**src/rtl/pipe_skid_stage.sv**
```systemverilog
// Elastic pipeline-stage register: valid/ready handshake backed by a 2-entry skid buffer,
// so in_ready is a flop and the backward stall path is cut at every stage boundary.
module pipe_skid_stage #(
   parameter int unsigned       DATA_W     = 96,
   parameter bit                FLUSH_MODE = 1'b1,
   parameter logic [DATA_W-1:0] FLUSH_DATA = {32'h13, 64'h0},
   parameter logic [DATA_W-1:0] RESET_DATA = '0
) (
   input  logic              clk,
   input  logic              rst_n,
   input  logic              in_valid,
   output logic              in_ready,
   input  logic [DATA_W-1:0] in_data,
   output logic              out_valid,
   input  logic              out_ready,
   output logic [DATA_W-1:0] out_data,
   input  logic              flush,
   output logic [1:0]        occupancy
);

   // Encoding is {out_valid, skid_valid}; 2'b01 has no name because it must never occur.
   typedef enum logic [1:0] {
      S_EMPTY = 2'b00,
      S_ONE   = 2'b10,
      S_FULL  = 2'b11
   } state_t;

   typedef enum logic [1:0] {
      MAIN_HOLD,
      MAIN_IN,
      MAIN_SKID,
      MAIN_FLUSH
   } main_sel_t;

   state_t            r_state;
   state_t            w_state_nxt;
   main_sel_t         w_main_sel;
   logic              w_skid_load;
   logic              w_acc;
   logic              w_pop;
   logic [DATA_W-1:0] r_main;
   logic [DATA_W-1:0] r_skid;
   logic [1:0]        r_occupancy;
   logic [1:0]        w_occupancy_nxt;

   assign out_valid = r_state[1];
   assign in_ready  = ~r_state[0];
   assign out_data  = r_main;
   assign occupancy = r_occupancy;

   assign w_acc = in_valid & in_ready;
   assign w_pop = out_valid & out_ready;

   // NOTE: every output of this block gets a default first, so no path can infer a latch.
   always_comb begin
      w_state_nxt = r_state;
      w_main_sel  = MAIN_HOLD;
      w_skid_load = 1'b0;
      if (flush) begin
         // A same-cycle pop has already been consumed downstream; a same-cycle accept is dropped.
         if (FLUSH_MODE) begin
            w_state_nxt = S_ONE;
            w_main_sel  = MAIN_FLUSH;
         end else begin
            w_state_nxt = S_EMPTY;
         end
      end else begin
         unique case (r_state)
            S_EMPTY: begin
               if (w_acc) begin
                  w_state_nxt = S_ONE;
                  w_main_sel  = MAIN_IN;
               end
            end
            S_ONE: begin
               if (w_acc && w_pop) begin
                  w_main_sel = MAIN_IN;
               end else if (w_acc) begin
                  w_skid_load = 1'b1;
                  w_state_nxt = S_FULL;
               end else if (w_pop) begin
                  w_state_nxt = S_EMPTY;
               end
            end
            S_FULL: begin
               if (w_pop) begin
                  w_main_sel  = MAIN_SKID;
                  w_state_nxt = S_ONE;
               end
            end
            default: w_state_nxt = S_EMPTY;
         endcase
      end
   end

   always_comb begin
      unique case (w_state_nxt)
         S_ONE:   w_occupancy_nxt = 2'd1;
         S_FULL:  w_occupancy_nxt = 2'd2;
         default: w_occupancy_nxt = 2'd0;
      endcase
   end

   // NOTE: sequential state uses non-blocking assignments so all flops update from pre-edge values.
   always_ff @(posedge clk or negedge rst_n) begin
      if (!rst_n) begin
         r_state     <= S_EMPTY;
         r_occupancy <= 2'd0;
      end else begin
         r_state     <= w_state_nxt;
         r_occupancy <= w_occupancy_nxt;
      end
   end

   // NOTE: payload registers are reset too, because out_data has a defined post-reset value.
   always_ff @(posedge clk or negedge rst_n) begin
      if (!rst_n) begin
         r_main <= RESET_DATA;
         r_skid <= '0;
      end else begin
         unique case (w_main_sel)
            MAIN_IN:    r_main <= in_data;
            MAIN_SKID:  r_main <= r_skid;
            MAIN_FLUSH: r_main <= FLUSH_DATA;
            default:    r_main <= r_main;
         endcase
         if (w_skid_load) begin
            r_skid <= in_data;
         end
      end
   end

   a_no_orphan_skid : assert property (@(posedge clk) disable iff (!rst_n)
      !(!r_state[1] && r_state[0]));

   a_occupancy_consistent : assert property (@(posedge clk) disable iff (!rst_n)
      r_occupancy == ({1'b0, r_state[1]} + {1'b0, r_state[0]}));

endmodule

```
**config.mk**
```make
export PLATFORM = sky130hd
export DESIGN_NAME = pipe_skid_stage
export DESIGN_NICKNAME = d
export VERILOG_FILES = /design/src/rtl/pipe_skid_stage.sv
export SDC_FILE = /design/constraint.sdc
export NUM_CORES = 1
export LEC_CHECK = 0
export CAP_MARGIN = 20
export CORE_AREA = 2 2 90 179
export DETAILED_ROUTE_END_ITERATION = 6
export DIE_AREA = 0 0 92 181
export PLACE_DENSITY = 0.92
export SLEW_MARGIN = 10
export SYNTH_ARGS = -nofsm -noshare
export SYNTH_HDL_FRONTEND = slang
export SYNTH_SLANG_ARGS = --single-unit
```
**constraint.sdc**
```tcl
create_clock -name clk -period 5 [get_ports clk]
set_clock_uncertainty 0.1 [all_clocks]
set_input_delay 1 -clock clk [delete_from_list [all_inputs] [get_ports clk]]
set_output_delay 1 -clock clk [all_outputs]
set_load 0.005 [all_outputs]
```
======== After elaboration in Yosys (flattened, before gate mapping) ========
Index checks and enable logic that the tools add are counted.
word-level totals
  register bits ........................... 196
  latch bits .............................. 0
  RAM bits ................................ 0
  memory bits (read-only) ................. 0
  output and inout port bits .............. 100
  logic and storage cells ................. 35
  memories ................................ 0
operators by class
  $add $sub $neg .......................... 0
  $mul .................................... 0
  divide/modulo/power cells ............... 0
  $lt $le $gt $ge ......................... 0
  equal/unequal tests ..................... 7
  shift operators ......................... 0
  mux-type cells .......................... 18
  bitwise logic cells ..................... 3
  reduce and logical (&&, ||, !) cells .... 3
operators with widths
  operator                                                          count
  96-bit one-hot mux with 3 select lines                            1
  2-bit two-way mux                                                 8
  2-bit == test (second input constant)                             6
  2-bit one-hot mux with 3 select lines                             2
  1-bit two-way mux                                                 6
  2-bit one-hot mux with 2 select lines                             1
  3-bit nonzero test                                                1
  1-bit bitwise AND                                                 2
  2-bit by 1-bit == test with 1-bit output (second input constant)  1
  2-bit zero test                                                   1
  1-bit logical AND                                                 1
  1-bit inverter                                                    1

======== Logic depth before layout (Yosys ltp) ========
Gate-level depths: netlist (run 1).
  depth after elaboration ................. 8
  gate-level depth with buffers ........... 6

======== Worst setup path before layout (run 1) ========
No wires, ideal clock.
  path type ............................... input port to flip-flop
  from .................................... input port flush
  to ...................................... register r_skid[55]
  arrival ................................. 2184 ps
  required time ........................... 4775 ps
  path slack .............................. 2591 ps
  stages on the path ...................... 6
  path buffers ............................ 3
  cell sequence ........................... nand2b_4 > or3_1 > buf_2 > buf_6 > buf_12 > mux2_4
between the ends
  cells in the longest elaborated chain, start to end .. 1
RTL lines
  item                  line  source
  from (decl)           17    input logic flush,
  1-bit two-way mux     59    if (flush) begin
  to (signal assigned)  128   r_skid <= in_data;
  to (decl)             42    logic [DATA_W-1:0] r_skid;
No other way between the ends.
A chain may end at the register's enable or synchronous reset.

======== Worst setup path after layout (run 1) ========
  from .................................... input port flush
  to ...................................... register r_skid[54]
Same word-level chain as after synthesis.

==> impl_metrics.py, run 1 <==
metrics = {
    "status": {
        "status": "complete, no violations",
    },
    "sta": {
        "post-route-min-period_ps": 3050,
        "hold_viol_final": 0,
        "slew_headroom_pct": 28.97,
        "finalMaxSlewViolations": 0,
        "fmax_mhz": 327.9,
        "worstMarginPinSlew_ps": 1065,
        "grt_setup_unrepaired": "false",
        "setup_viol": 0,
        "finalCritPeriodShare_pct": 60.99,
        "tns_ps": 0,
    },
    "global_route": {
        "grt_start_max_net_pins": 128,
        "grt_use_total_pct": 24.34,
        "grt_pass1_vias": 6010,
        "grt_pass1_wl_mm": 31.55,
        "grt_overflow": 0,
        "antenna_found_initial": 1,
    },
    "route": {
        "drtIter0Drc": 329,
        "dr.pass1.iters": 5,
        "vias_per_cell": 5.552,
        "post_drt_wl_per_cell_microns": 18.88,
        "dr_wl_met2_mm": 10.52,
        "vias": 5757,
        "postRouteAntennaNets": 0,
        "routed.top_layer": "met4",
        "wl_mm": 19.58,
        "wl_met1_mm": 7.277,
        "drc": 0,
        "wl_met3_microns": 815,
    },
    "die": {
        "rows": 64,
        "core_area_sq_um": 15210,
        "chipHeight_microns": 181,
        "die_area_sq_um": 16650,
        "num_io_pins": 201,
        "die_x_microns": 92,
        "initial_core_util_pct": 52.39,
    },
    "worst_setup_path": {
        "cp.required_ps": 5210,
        "start_kind": "input port",
        "startpoint": "flush",
        "cp_data_arrival_time_ps": 3260,
        "r2r-start": "r_state[1]",
        "critPathKind": "in2reg",
        "reg2reg_depth": 5,
        "crit_path_end_kind": "flop",
        "cp_max_fo": 54,
    },
    "logic_synthesis": {
        "ys_ff_latch": 196,
        "syn_area_per_cell_sq_um": 12.44,
        "syn_area_sq_um": 7971,
        "synth-seq-area-share_pct": 61.53,
        "syn_inst": 641,
        "yosys_warnings": 0,
        "synth_cell_types": 22,
        "synth_nets": 742,
    },
    "hold_path": {
        "hold_depth": 2,
        "min_from": "out_data[5]",
        "worstHoldPathType": "reg2reg",
    },
    "cts": {
        "cts.sinks": 196,
        "post_cts_buffers": 0,
        "clk_latency_ps": 430,
        "cts.clk_slew.worst_paths_ps": 70,
        "cts_tree": "built",
        "cts_resized": 0,
        "clockBufferDepth": 2,
        "numCtsBuffers": 17,
        "hold_buffers": 0,
        "htree_num_levels": 4,
        "root_buffer": "clkbuf_16",
    },
    "run": {
        "maxCapViolations": 0,
    },
    "finish": {
        "design_area_sq_um": 10720,
        "syn_to_final_growth_pct": 34.52,
        "nets": 926,
        "drive_above_1_share_pct": 16.95,
        "fin_util_pct": 70.48,
        "fillCellCount": 1033,
    },
    "place": {
        "port_buffers": 200,
        "place_area_sq_um": 10090,
        "dp_hpwl_mm": 12.72,
        "gp_congestion": 0.8032,
    },
    "power_and_ir_drop": {
        "powerDensity_nw_per_um2": 373.6,
        "peakVddDrop_uv": 236.4,
        "p_leak_nw": 5.053,
        "power_mw": 4.007,
    },
}
cell usage after synthesis:
library cell	number	area [sq um]
clkbuf_1	15	56.30
nor2b_1	2	12.51
a21boi_0	1	7.510
mux2_2	56	630.6
or2_2	2	12.51
nand2_1	187	701.9
nand2b_1	2	12.51
buf_12	4	80.08
dfrtp_1	196	4905
or2b_1	1	7.510
buf_2	21	105.1
a21oi_1	4	20.02
inv_1	1	3.750
nor3b_1	3	22.52
mux2i_1	3	30.03
nor2_1	4	15.01
a31oi_1	2	12.51
or3_1	2	12.51
nand2b_4	1	13.76
a22oi_1	93	698.2
mux2_4	40	600.6
buf_6	1	11.26
final timing paths:
path                                end  slack, ps
max reg2reg                out_data[32]       2680
min reg2reg                 out_data[5]        360
max                          r_skid[54]       1950
min in group asynchronous    r_skid[75]        590
max in group asynchronous    r_skid[37]       3230
min                         out_data[5]        360
cell type report:
type / instances / area, sq um / share of cell area, %
Inverter: 1 / 3.754 / 0.03501
Multi-Input combinational cell: 403 / 2843 / 26.51
Clock inverter: 15 / 207.7 / 1.937
Antenna cell: 1 / 2.502 / 0.02334
Sequential cell: 196 / 4905 / 45.74
Tap cell: 198 / 247.7 / 2.310
Timing Repair Buffer: 206 / 2088 / 19.47
Clock buffer: 17 / 425.4 / 3.967
cells in the final DEF, fill, tap and decap left out, types with 3 or more instances in the layout:
master / count
inv_8: 3
mux2_2: 56
dfrtp_1: 196
clkinv_8: 4
inv_6: 4
nand2_1: 187
a21oi_1: 4
clkdlybuf4s50_1: 199
mux2_4: 40
a22oi_1: 93
clkbuf_16: 17
nor2_1: 3
buf_4: 3
mux2i_1: 3
buf_12: 3
layer usage:
layer / vias to the layer above / GRT usage [%]
met4: 0 / 12.48
met2: 222 / 42.00
met3: 52 / 3.920
li1: 2587 / -
met1: 2896 / 29.10
met5: - / 0
state kept, by name, indices dropped and copies added, names as in the netlist:
signal,cells
occupancy,2
out_data,96
r_skid,96
r_state,2
critical path, cell delays in order:
cell	delay, ps
clkdlybuf4s50_1	630
nand2b_4	220
or3_4	560
buf_12	420
mux2_2	380
power breakdown:
group	total (mW)	switching [mW]	internal (mW)
combinational	0.606	0.220	0.386
clock	1.43	0.660	0.772
sequential	1.97	0.145	1.82
total	4.01	1.02	2.98
metrics by stage:
step	hold WS, ps	std cells	worst slack, ps
6_report	363.5	1037	1950
5_1_grt	385.6	1037	1850
4_1_cts	370.4	1036	1965
3_5_place_dp	354.4	1004	1497
3_3_place_gp	348.3	1004	1567
2_1_floorplan	362.7	641	2591
logic make-up after synthesis:
logic type             share of synthesized area, %
AO/OA/AOI/OAI                                 9.261
AND/OR/NAND/NOR                               10.17
buffers and inverters                         3.218
multiplexers                                  15.82
flip-flops                                    61.53
Power figures use the tool's default switching activity.
==> inputs of run 2 (changes only) <==
--- a/config.mk
+++ b/config.mk
@@ -6,10 +6,10 @@
 export NUM_CORES = 1
 export LEC_CHECK = 0
 export CAP_MARGIN = 20
-export CORE_AREA = 2 2 90 179
+export CORE_AREA = 2 2 99 196
 export DETAILED_ROUTE_END_ITERATION = 6
-export DIE_AREA = 0 0 92 181
-export PLACE_DENSITY = 0.92
+export DIE_AREA = 0 0 101 198
+export PLACE_DENSITY = 0.82
 export SLEW_MARGIN = 10
 export SYNTH_ARGS = -nofsm -noshare
 export SYNTH_HDL_FRONTEND = slang
==> constraint.sdc (replaced) <==
create_clock -name clk -period 2.5 [get_ports clk]
set_clock_uncertainty 0.1 [all_clocks]
set_input_delay 0.5 -clock clk [delete_from_list [all_inputs] [get_ports clk]]
set_output_delay 0.5 -clock clk [all_outputs]
set_load 0.005 [all_outputs]
==> impl_metrics.py, run 2 (synthesis gave the netlist of run 1 again) <==
metrics = {
    "route": {
        "dr.pass1.iters": 4,
        "postRouteAntennaNets": 0,
        "drtIter0Drc": 226,
        "drc": 0,
        "vias_per_cell": 5.351,
        "vias": 5742,
        "wl_mm": 19.90,
        "post_drt_wl_per_cell_microns": 18.55,
    },
    "die": {
        "die_x_microns": 101,
        "num_io_pins": 201,
        "initial_core_util_pct": 42.73,
        "die_area_sq_um": 20000,
        "rows": 71,
        "chipHeight_microns": 198,
        "core_area_sq_um": 18660,
    },
    "cts": {
        "numCtsBuffers": 17,
        "htree_num_levels": 4,
        "cts.sinks": 196,
        "clockBufferDepth": 2,
        "cts.clk_slew.worst_paths_ps": 70,
        "root_buffer": "clkbuf_16",
        "cts_tree": "built",
        "cts_resized": 0,
        "clk_latency_ps": 430,
    },
    "finish": {
        "layout_common_cells": "199 x clkdlybuf4s50_1, 196 x dfrtp_1, 187 x nand2_1",
        "drive_above_1_share_pct": 18.19,
        "final_common_cell": "clkdlybuf4s50_1",
        "syn_to_final_growth_pct": 36.51,
        "nets": 940,
    },
    "worst_setup_path": {
        "cp_max_fo": 7,
        "cp_data_arrival_time_ps": 1470,
        "cp.required_ps": 1900,
        "crit_path_end_kind": "primary output",
        "critPathKind": "reg2out",
        "reg2reg_depth": 4,
        "start_kind": "flop",
    },
    "sta": {
        "tns_ps": 0,
        "hold_viol_final": 0,
        "slew_headroom_pct": 64.14,
        "fmax_mhz": 483.5,
        "finalMaxSlewViolations": 0,
        "finalCritPeriodShare_pct": 82.72,
        "post-route-min-period_ps": 2068,
        "worstMarginPinSlew_ps": 537.9,
        "setup_viol": 0,
        "grt_setup_unrepaired": "false",
    },
    "hold_path": {
        "worstHoldPathType": "reg2reg",
        "hold_depth": 2,
    },
    "power_and_ir_drop": {
        "p_leak_nw": 5.122,
        "powerDensity_nw_per_um2": 719.8,
        "power_mw": 7.833,
        "peakVddDrop_uv": 382.2,
    },
    "global_route": {
        "grt_pass1_vias": 6145,
        "antenna_found_initial": 2,
        "grt_start_max_net_pins": 64,
        "grt_overflow": 0,
        "grt_use_total_pct": 20.44,
        "grt_pass1_wl_mm": 31.51,
    },
    "place": {
        "gp_congestion": 0.7873,
        "port_buffers": 200,
        "dp_hpwl_mm": 13.53,
    },
    "run": {
        "maxCapViolations": 0,
    },
    "status": {
        "status": "complete, no violations",
    },
}
-- run 2: final timing paths --
kind                       slack (ps)          from      endpoint
min reg2reg                       360  out_data[28]  out_data[28]
max reg2reg                       630    r_state[0]    r_skid[68]
min in group asynchronous         510         rst_n  out_data[26]
max in group asynchronous        1110         rst_n    r_skid[23]
min                               360  out_data[28]  out_data[28]
max                               430    r_state[0]      in_ready
-- run 2: final cells by class --
type / count / area, sq um
Fill cell: 1508 / 7774
Antenna cell: 2 / 5.005
Multi-Input combinational cell: 403 / 2843
Clock inverter: 13 / 115.1
Sequential cell: 196 / 4905
Timing Repair Buffer: 220 / 2283
Inverter: 1 / 3.754
Tap cell: 219 / 274.0
Clock buffer: 19 / 452.9
-- run 2: timing repair --
action                                 CTS  global route
setup buffers                            0             0
endpoints found under the hold margin   56             0
hold buffers                             1             0
-- run 2: where the power goes --
| part | switching [mW] | internal (mW) |
|---|---|---|
| logic | 0.449 | 0.800 |
| clock network | 1.29 | 1.37 |
| registers | 0.278 | 3.65 |
-- run 2: metrics by stage --
stage	cells	setup slack [ps]	area, sq um	utilization (%)	hold WS (ps)
CTS	1071	411.0	10880	58.30	370.0
finish	1073	431.9	10880	58.33	362.5
global placement	1038	144.6	10300	55.20	348.7
floorplan	641	591.1	7971	-	104.4
detailed placement	1038	102.3	10300	55.20	354.4
global route	1073	363.6	10880	58.33	383.9
-- run 2: worst max-delay path, cell delays in order, from the launching register on --
cell and delay, ps:
dfrtp_1 440, inv_1 100, clkdlybuf4s50_1 500
-- run 2: per-layer routing --
metal  global-route usage, %  up-vias  wire [microns]
li1                        -     2608               -
met1                   22.98     2898            7466
met2                   36.20      189           10860
met3                   3.953       47             691
met4                   10.31        0             883
met5                       0        -               0
